--- config.mk ---
export PLATFORM = sky130hd
export DESIGN_NAME = rob_commit_unit
export DESIGN_NICKNAME = d
export VERILOG_FILES = /design/src/rtl/rob_commit_unit.sv
export SDC_FILE = /design/constraint.sdc
export NUM_CORES = 1
export LEC_CHECK = 0
export ABC_AREA = 0
export CAP_MARGIN = 40
export CORE_MARGIN = 5
export CORE_UTILIZATION = 59
export DETAILED_ROUTE_END_ITERATION = 8
export PLACE_DENSITY = 0.8
export SYNTH_ARGS = -nofsm -noshare
export SYNTH_HDL_FRONTEND = slang
export SYNTH_SLANG_ARGS = --single-unit
--- constraint.sdc ---
create_clock -name clk -period 4.7 [get_ports clk]
set_input_delay 0.705 -clock clk [delete_from_list [all_inputs] [get_ports clk]]
set_output_delay 0.705 -clock clk [all_outputs]
set_load 0.1 [all_outputs]
--- src/rtl/rob_commit_unit.sv ---
// Reorder-buffer commit end: in-order allocation, CDB completion tracking and
// in-order retirement, with branch-snapshot restore on a mispredicted commit.
module rob_commit_unit #(
  parameter int ROB   = 2,
  parameter int REG   = 4,
  parameter int WIDTH = 31
) (
  input  logic             clk,
  input  logic             reset,
  input  logic             allocValid,
  input  logic             allocRegWrite,
  input  logic [REG:0]     allocDestReg,
  input  logic             allocIsBranch,
  input  logic [WIDTH:0]   allocSnap,
  output logic             allocReady,
  output logic [ROB:0]     destROB,
  input  logic             cdbValid,
  input  logic [ROB:0]     cdbROB,
  input  logic             cdbMispredict,
  output logic             validCommit,
  output logic [ROB:0]     commitROB,
  output logic [REG:0]     regCommit,
  output logic             flush,
  output logic [WIDTH:0]   statusRestore,
  output logic [ROB+1:0]   robCount
);

  localparam int DEPTH = 2 ** (ROB + 1);
  localparam logic [ROB+1:0] PTR_ONE = {{(ROB+1){1'b0}}, 1'b1};

  logic [ROB+1:0]   head_r, tail_r;
  logic [DEPTH-1:0] valid_r, done_r, misp_r, regwrite_r;
  logic [REG:0]     dest_r [DEPTH];
  logic [WIDTH:0]   snap_r [DEPTH];

  logic [ROB:0]     head_idx_s, tail_idx_s;
  logic [ROB+1:0]   head_next_s;
  logic             full_s, alloc_fire_s;

  assign head_idx_s   = head_r[ROB:0];
  assign tail_idx_s   = tail_r[ROB:0];
  assign head_next_s  = head_r + PTR_ONE;
  // Same slot with opposite wrap bits means every entry is occupied.
  assign full_s       = (head_idx_s == tail_idx_s) && (head_r[ROB+1] != tail_r[ROB+1]);
  assign allocReady   = ~full_s & ~flush;
  assign alloc_fire_s = allocValid & allocReady;
  assign destROB      = tail_idx_s;
  assign commitROB    = head_idx_s;
  assign robCount     = tail_r - head_r;

  // Retirement outputs, decoded from the registered head entry.
  always_comb begin
    validCommit = valid_r[head_idx_s] & done_r[head_idx_s] & ~reset;
    flush       = validCommit & misp_r[head_idx_s];
    if (validCommit && regwrite_r[head_idx_s]) begin
      regCommit = dest_r[head_idx_s];
    end else begin
      regCommit = {(REG+1){1'b0}};
    end
    if (flush) begin
      statusRestore = snap_r[head_idx_s];
    end else begin
      statusRestore = {(WIDTH+1){1'b0}};
    end
  end

  // Pointers and per-entry status bits.
  always_ff @(posedge clk) begin
    if (reset) begin
      head_r  <= {(ROB+2){1'b0}};
      tail_r  <= {(ROB+2){1'b0}};
      valid_r <= {DEPTH{1'b0}};
      done_r  <= {DEPTH{1'b0}};
      misp_r  <= {DEPTH{1'b0}};
    end else if (flush) begin
      // Everything younger than the mispredicted branch is squashed.
      head_r  <= head_next_s;
      tail_r  <= head_next_s;
      valid_r <= {DEPTH{1'b0}};
      done_r  <= {DEPTH{1'b0}};
      misp_r  <= {DEPTH{1'b0}};
    end else begin
      if (validCommit) begin
        valid_r[head_idx_s] <= 1'b0;
        head_r              <= head_next_s;
      end
      if (alloc_fire_s) begin
        valid_r[tail_idx_s] <= 1'b1;
        done_r[tail_idx_s]  <= 1'b0;
        misp_r[tail_idx_s]  <= 1'b0;
        tail_r              <= tail_r + PTR_ONE;
      end
      if (cdbValid && valid_r[cdbROB]) begin
        done_r[cdbROB] <= 1'b1;
        misp_r[cdbROB] <= cdbMispredict;
      end
    end
  end

  // Entry payload; only meaningful while the entry is valid, so no reset.
  always_ff @(posedge clk) begin
    if (alloc_fire_s) begin
      regwrite_r[tail_idx_s] <= allocRegWrite;
      dest_r[tail_idx_s]     <= allocDestReg;
      snap_r[tail_idx_s]     <= allocIsBranch ? allocSnap : {(WIDTH+1){1'b0}};
    end else begin
      regwrite_r <= regwrite_r;
    end
  end

endmodule
# Word-level counts from Yosys, hierarchy flattened
# Memory sizes are Yosys's and may differ from the RTL's. A register that Yosys moved wholly into a read port is not among the register bits.
# Cells that the tools add are included.
[op_classes]
n_addsub = 3
multipliers = 0
n_div = 0
order_cmp = 6
eq_ne = 2
shifts = 0
n_mux = 43
bitwise = 15
reduce_logical = 9
[ops]
columns = ["operator", "count"]
rows = [
  ["8-bit two-way mux", 12],
  ["32-bit two-way mux", 2],
  ["8-bit bitwise AND", 3],
  ["8-bit bitwise mux", 2],
  ["4-bit two-way mux", 4],
  ["8-bit inverter", 2],
  ["8-bit OR", 2],
  ["1-bit binary-select mux with 3-bit select", 5],
  ["3-bit by 4-bit < comparator with 1-bit output (second input constant)", 3],
  ["3-bit two-way mux", 4],
  ["1-bit two-way mux", 10],
  ["1-bit demux with 3-bit select", 3],
  ["3-bit by 1-bit >= comparator with 1-bit output (second input constant)", 3],
  ["4-bit by 1-bit adder with 4-bit output (second input constant)", 2],
  ["1-bit logical AND", 6],
  ["1-bit bitwise AND", 5],
  ["5-bit two-way mux", 1],
  ["2-bit nonzero test", 2],
  ["4-bit subtractor", 1],
  ["3-bit == test", 1],
  ["1-bit inverter", 3],
  ["2-bit OR reduction", 1],
  ["1-bit inequality test", 1],
]
[totals]
register_bits = 40
latchBits = 0
mem_bits_rw = 296
romBits = 0
inputBits = 47
output_inout_bits = 50
word_cells = 86
n_memories = 2
[mem_list]
columns = ["memory", "words", "width", "rd", "rd_ports_with_merged_regs", "write_ports", "line_no", "rtl"]
rows = [
  ["snap_r", 8, 32, 1, 1, 1, "34", "logic [WIDTH:0] snap_r [DEPTH];"],
  ["dest_r", 8, 5, 1, 1, 1, "33", "logic [REG:0] dest_r [DEPTH];"],
]

# Depth between registers and ports, before layout
[logic_depth]
depth_word = 13
depth_mapped = 9
mapped_depth_nobuf = 7

# Worst setup path after synthesis
# OpenSTA, ideal clock, no wires.
[synth_timing]
path_kind = "input port to output port"
startpoint = "input port reset"
endpoint = "output port validCommit"
t_arrival_ns = 3.130
path_slack_ns = 0.865
path_stages = 3
path_buffers = 2
path_cell_list = "buf_2 -> clkbuf_1 -> nor3_1"
[synth_via]
elab_chain_len = 2
[synth_rtl]
columns = ["item", "line_no", "rtl"]
rows = [
  ["start, declared", "9", "input logic reset,"],
  ["1-bit inverter", "53", "validCommit = valid_r[head_idx_s] & done_r[head_idx_s] & ~reset;"],
  ["1-bit bitwise AND", "53", ""],
  ["end, declared", "20", "output logic validCommit,"],
]
# Every way passes these cells.

# Worst setup path in the final report
[layout_timing]
startpoint = "register head_r[1]"
endpoint = "output port statusRestore[14]"
[layout_via]
elab_chain_len = 6
word_cells_on_any_way = 10
classes_between = "mux (7); bitwise (3)"
[layout_rtl]
columns = ["item", "line_no", "rtl"]
rows = [
  ["start, declared", "31", "logic [ROB+1:0] head_r, tail_r;"],
  ["start signal, assigned", "70", "head_r <= {(ROB+2){1'b0}};"],
  ["start signal, assigned", "77", "head_r <= head_next_s;"],
  ["start signal, assigned", "85", "head_r <= head_next_s;"],
  ["1-bit binary-select mux with 3-bit select", "53", ""],
  ["1-bit two-way mux (implied by the code)", "53", ""],
  ["1-bit bitwise AND (2 in a row)", "53", ""],
  ["1-bit bitwise AND (*)", "54", "flush = validCommit & misp_r[head_idx_s];"],
  ["32-bit two-way mux (*)", "60", "if (flush) begin"],
  ["end, declared", "24", "output logic [WIDTH:0] statusRestore,"],
]
# Every way passes the cells marked *; elsewhere a longest branch is shown, timed or not. The select of a mux whose other input is x is not followed.

==> flow_summary.json <==
{
  "slowest_delay_ns": 0.80,
  "final.setup_skew_ns": 0.02067,
  "postCtsSetupBuffers": 0,
  "seq_area_frac_synth_pct": 70.37,
  "dr.first_iter.drc_count": 608,
  "viasPerCell": 5.957,
  "cpMostUsedCell": "buf_4",
  "critPathCaptureType": "primary output",
  "die_x_microns": 163.9,
  "dpl.hpwl_microns": 16660,
  "routedWlPerCell_microns": 23.96,
  "finalSetupTns_ns": 0,
  "cp_top_family": "simple AND/OR/NAND/NOR gates",
  "synthArstFlopShare_pct": 0,
  "yosys-mux-area-fraction_pct": 15.80,
  "syn_area_per_cell_sq_um": 18.50,
  "max-cap-violations": 0,
  "crit_chain": "inv_2 > o311ai_4 > nor2_2 > or4_4 > buf_4 > nor2_4 > buf_4",
  "antenna_found_initial": 2,
  "grt_pass1_vias": 7653,
  "dr.pass1.iters": 5,
  "grtUsageTotal_pct": 22.23,
  "tightest_slew_ns": 0.7904,
  "cts.sinks": 339,
  "syn-cell-area_sq_mm": 0.01397,
  "rsz0062_at_grt": "no",
  "core_area_sq_mm": 0.02340,
  "hold_violations": 0,
  "synth_flop_cell": "edfxtp_1",
  "crit_type": "flip-flop to primary output",
  "yosysTopAreaCellShare_pct": 65.35,
  "crit_required_ns": 3.99,
  "p_leak_nw": 5.208,
  "fp-row-count": 56,
  "synth-xor-area-share_pct": 0.4389,
  "fin_crit_ns": 4.314,
  "cts_resized": 0,
  "synth_nets": 808,
  "nNetsFinal": 922,
  "mostFrequentLayoutCell": "edfxtp_1",
  "drv_slew": 0,
  "path_max_fanout": 20,
  "io_buffers": 96,
  "routed_wl_microns": 29010,
  "yosys_warnings": 0,
  "hp-class": "flip-flop to flip-flop",
  "vias": 7214,
  "synthAdderAreaFrac_pct": 0.5912,
  "clockRootBuffer": "clkbuf_16",
  "synth_edf_count": 304,
  "grt_start_max_net_pins": 59,
  "tritoncts": "done",
  "synth_top_area_cell": "edfxtp_1",
  "crit_slowest_cell": "dfxtp_1",
  "final_cell_mix": "edfxtp_1, mux4_2, buf_4",
  "die_h_microns": 163.9,
  "layout-drive-gt1-share_pct": 27.35,
  "overflow": 0,
  "syn2layout_area_growth_pct": 17.64,
  "antenna_left": 0,
  "htreeDepth": 2,
  "timing.critical_path.buf_inv": 3,
  "clock_path_buffers": 3,
  "cts_buffers": 34,
  "pin_count": 97,
  "ir_worst_vdd_mv": 0.2842,
  "synth.area.top_cells": "edfxtp_1, mux4_2, dfxtp_1, mux2i_1, nor2_4",
  "clock.fmax_mhz": 231.8,
  "arrival_ns": 3.61,
  "path_clk_slew_ns": 0.06,
  "die-area_sq_mm": 0.02685,
  "ys_ff_latch": 339,
  "grt_pass1_wl_microns": 44730,
  "status": "completed",
  "synthCells": 755,
  "cp.depth": 7,
  "power.density_mw_per_mm2": 397.5,
  "synth_cell_types": 56,
  "synthSimpleGateAreaFrac_pct": 7.865,
  "drc": 0,
  "finalSetupViolations": 0,
  "clk_latency_ns": 0.52,
  "whs_ns": 0.4652,
  "hold_depth": 2,
  "synth_top_family_by_area": "multiplexers",
  "fin_crit_sh_pct": 91.79,
  "antenna_cells": 0,
  "holdBufCountCts": 0,
  "routabilityCongestion": 0.8981,
  "cp-start-kind": "flip-flop",
  "start_util_pct": 59.69,
  "r2r_cells": 6,
  "relSlewSlack_pct": 47.25,
  "synth_compound_area_share_pct": 2.472
}
## layout make-up
type	instances	area [sq um]
Sequential cell	339	9838
Fill cell	1483	6970
Multi-Input combinational cell	357	3859
Timing Repair Buffer	123	1226
Clock buffer	48	987.2
Tap cell	319	399.1
Clock inverter	11	70.07
Inverter	14	52.55
## registers in the layout, summed over array words and instances, names as in the netlist, named ones only
name	count
misp_r	8
tail_r	4
snap_r	256
head_r	4
dest_r	40
valid_r	8
regwrite_r	8
done_r	8
## where the power goes
| part | internal, mW | leakage, nW | total (mW) | switching, mW |
|---|---|---|---|---|
| sequential | 3.36 | 3.09 | 3.41 | 0.0507 |
| clock | 1.51 | 0.515 | 2.58 | 1.06 |
| combinational | 0.235 | 1.60 | 0.545 | 0.310 |
## worst paths after layout
kind / startpoint / to / slack (ns)
setup / recovery: head_r[1] / statusRestore[14] / 0.39
hold / removal: done_r[4] / done_r[4] / 0.47
setup reg to reg: head_r[2] / snap_r[3][25] / 1.05
hold reg to reg: done_r[4] / done_r[4] / 0.47
## cells in the mapped netlist (3+ instances only)
library cell,instances
nor2_1,32
inv_2,3
mux2i_1,42
nand2_1,18
buf_4,7
mux4_2,76
buf_12,3
nand3_1,17
and2_1,35
o31ai_1,4
o21ai_0,3
ha_1,5
dfxtp_1,35
nor2_4,30
edfxtp_1,304
nand4b_1,4
inv_1,11
xnor2_1,4
buf_6,5
nor2b_1,4
a21oi_1,25
clkbuf_1,20
o2111ai_1,3
buf_2,8
nand4_1,9
nor3_1,5
xor2_1,3
## worst register-to-register path: cells and delay by family, from the launching register on
kind	cells	cell delay, ns
muxes	2	0.92
buffers and inverters	2	0.89
DFF	1	0.73
and+or+nand+nor	2	0.70
## metrics by stage
step                power [mW]  setup slack (ns)  instances  area [sq um]  utilization, %
finish                   6.531            0.3860       1211         16430           70.21
global route             6.740            0.2604       1211         16430           70.21
CTS                      6.567            0.3800       1211         16430           70.21
detailed placement       4.018            0.9260       1152         15370           65.70
global placement         3.979             1.018       1142         15180           64.87
floorplan                3.836            0.8653        755         13970               -
## per-layer routing
| metal | up-vias | GRT usage, % | share of wire, % |
|---|---|---|---|
| met3 | 60 | 4.341 | 6.2 |
| met2 | 271 | 37.54 | 51 |
| met5 | - | 0 | 0.086 |
| met1 | 3654 | 29.91 | 40 |
| li1 | 3225 | - | - |
| met4 | 4 | 6.481 | 2.5 |
## kinds of logic (layout without fill, tap and decap cells)
family          after synthesis  count (layout)
mux                         122             122
fa+ha+maj                     6               6
simple gates                171             171
compound gates               51              51
xor+xnor                      7               7
buf+inv                      59             196
flops                       339             339
(Power assumes the default switching activity.)
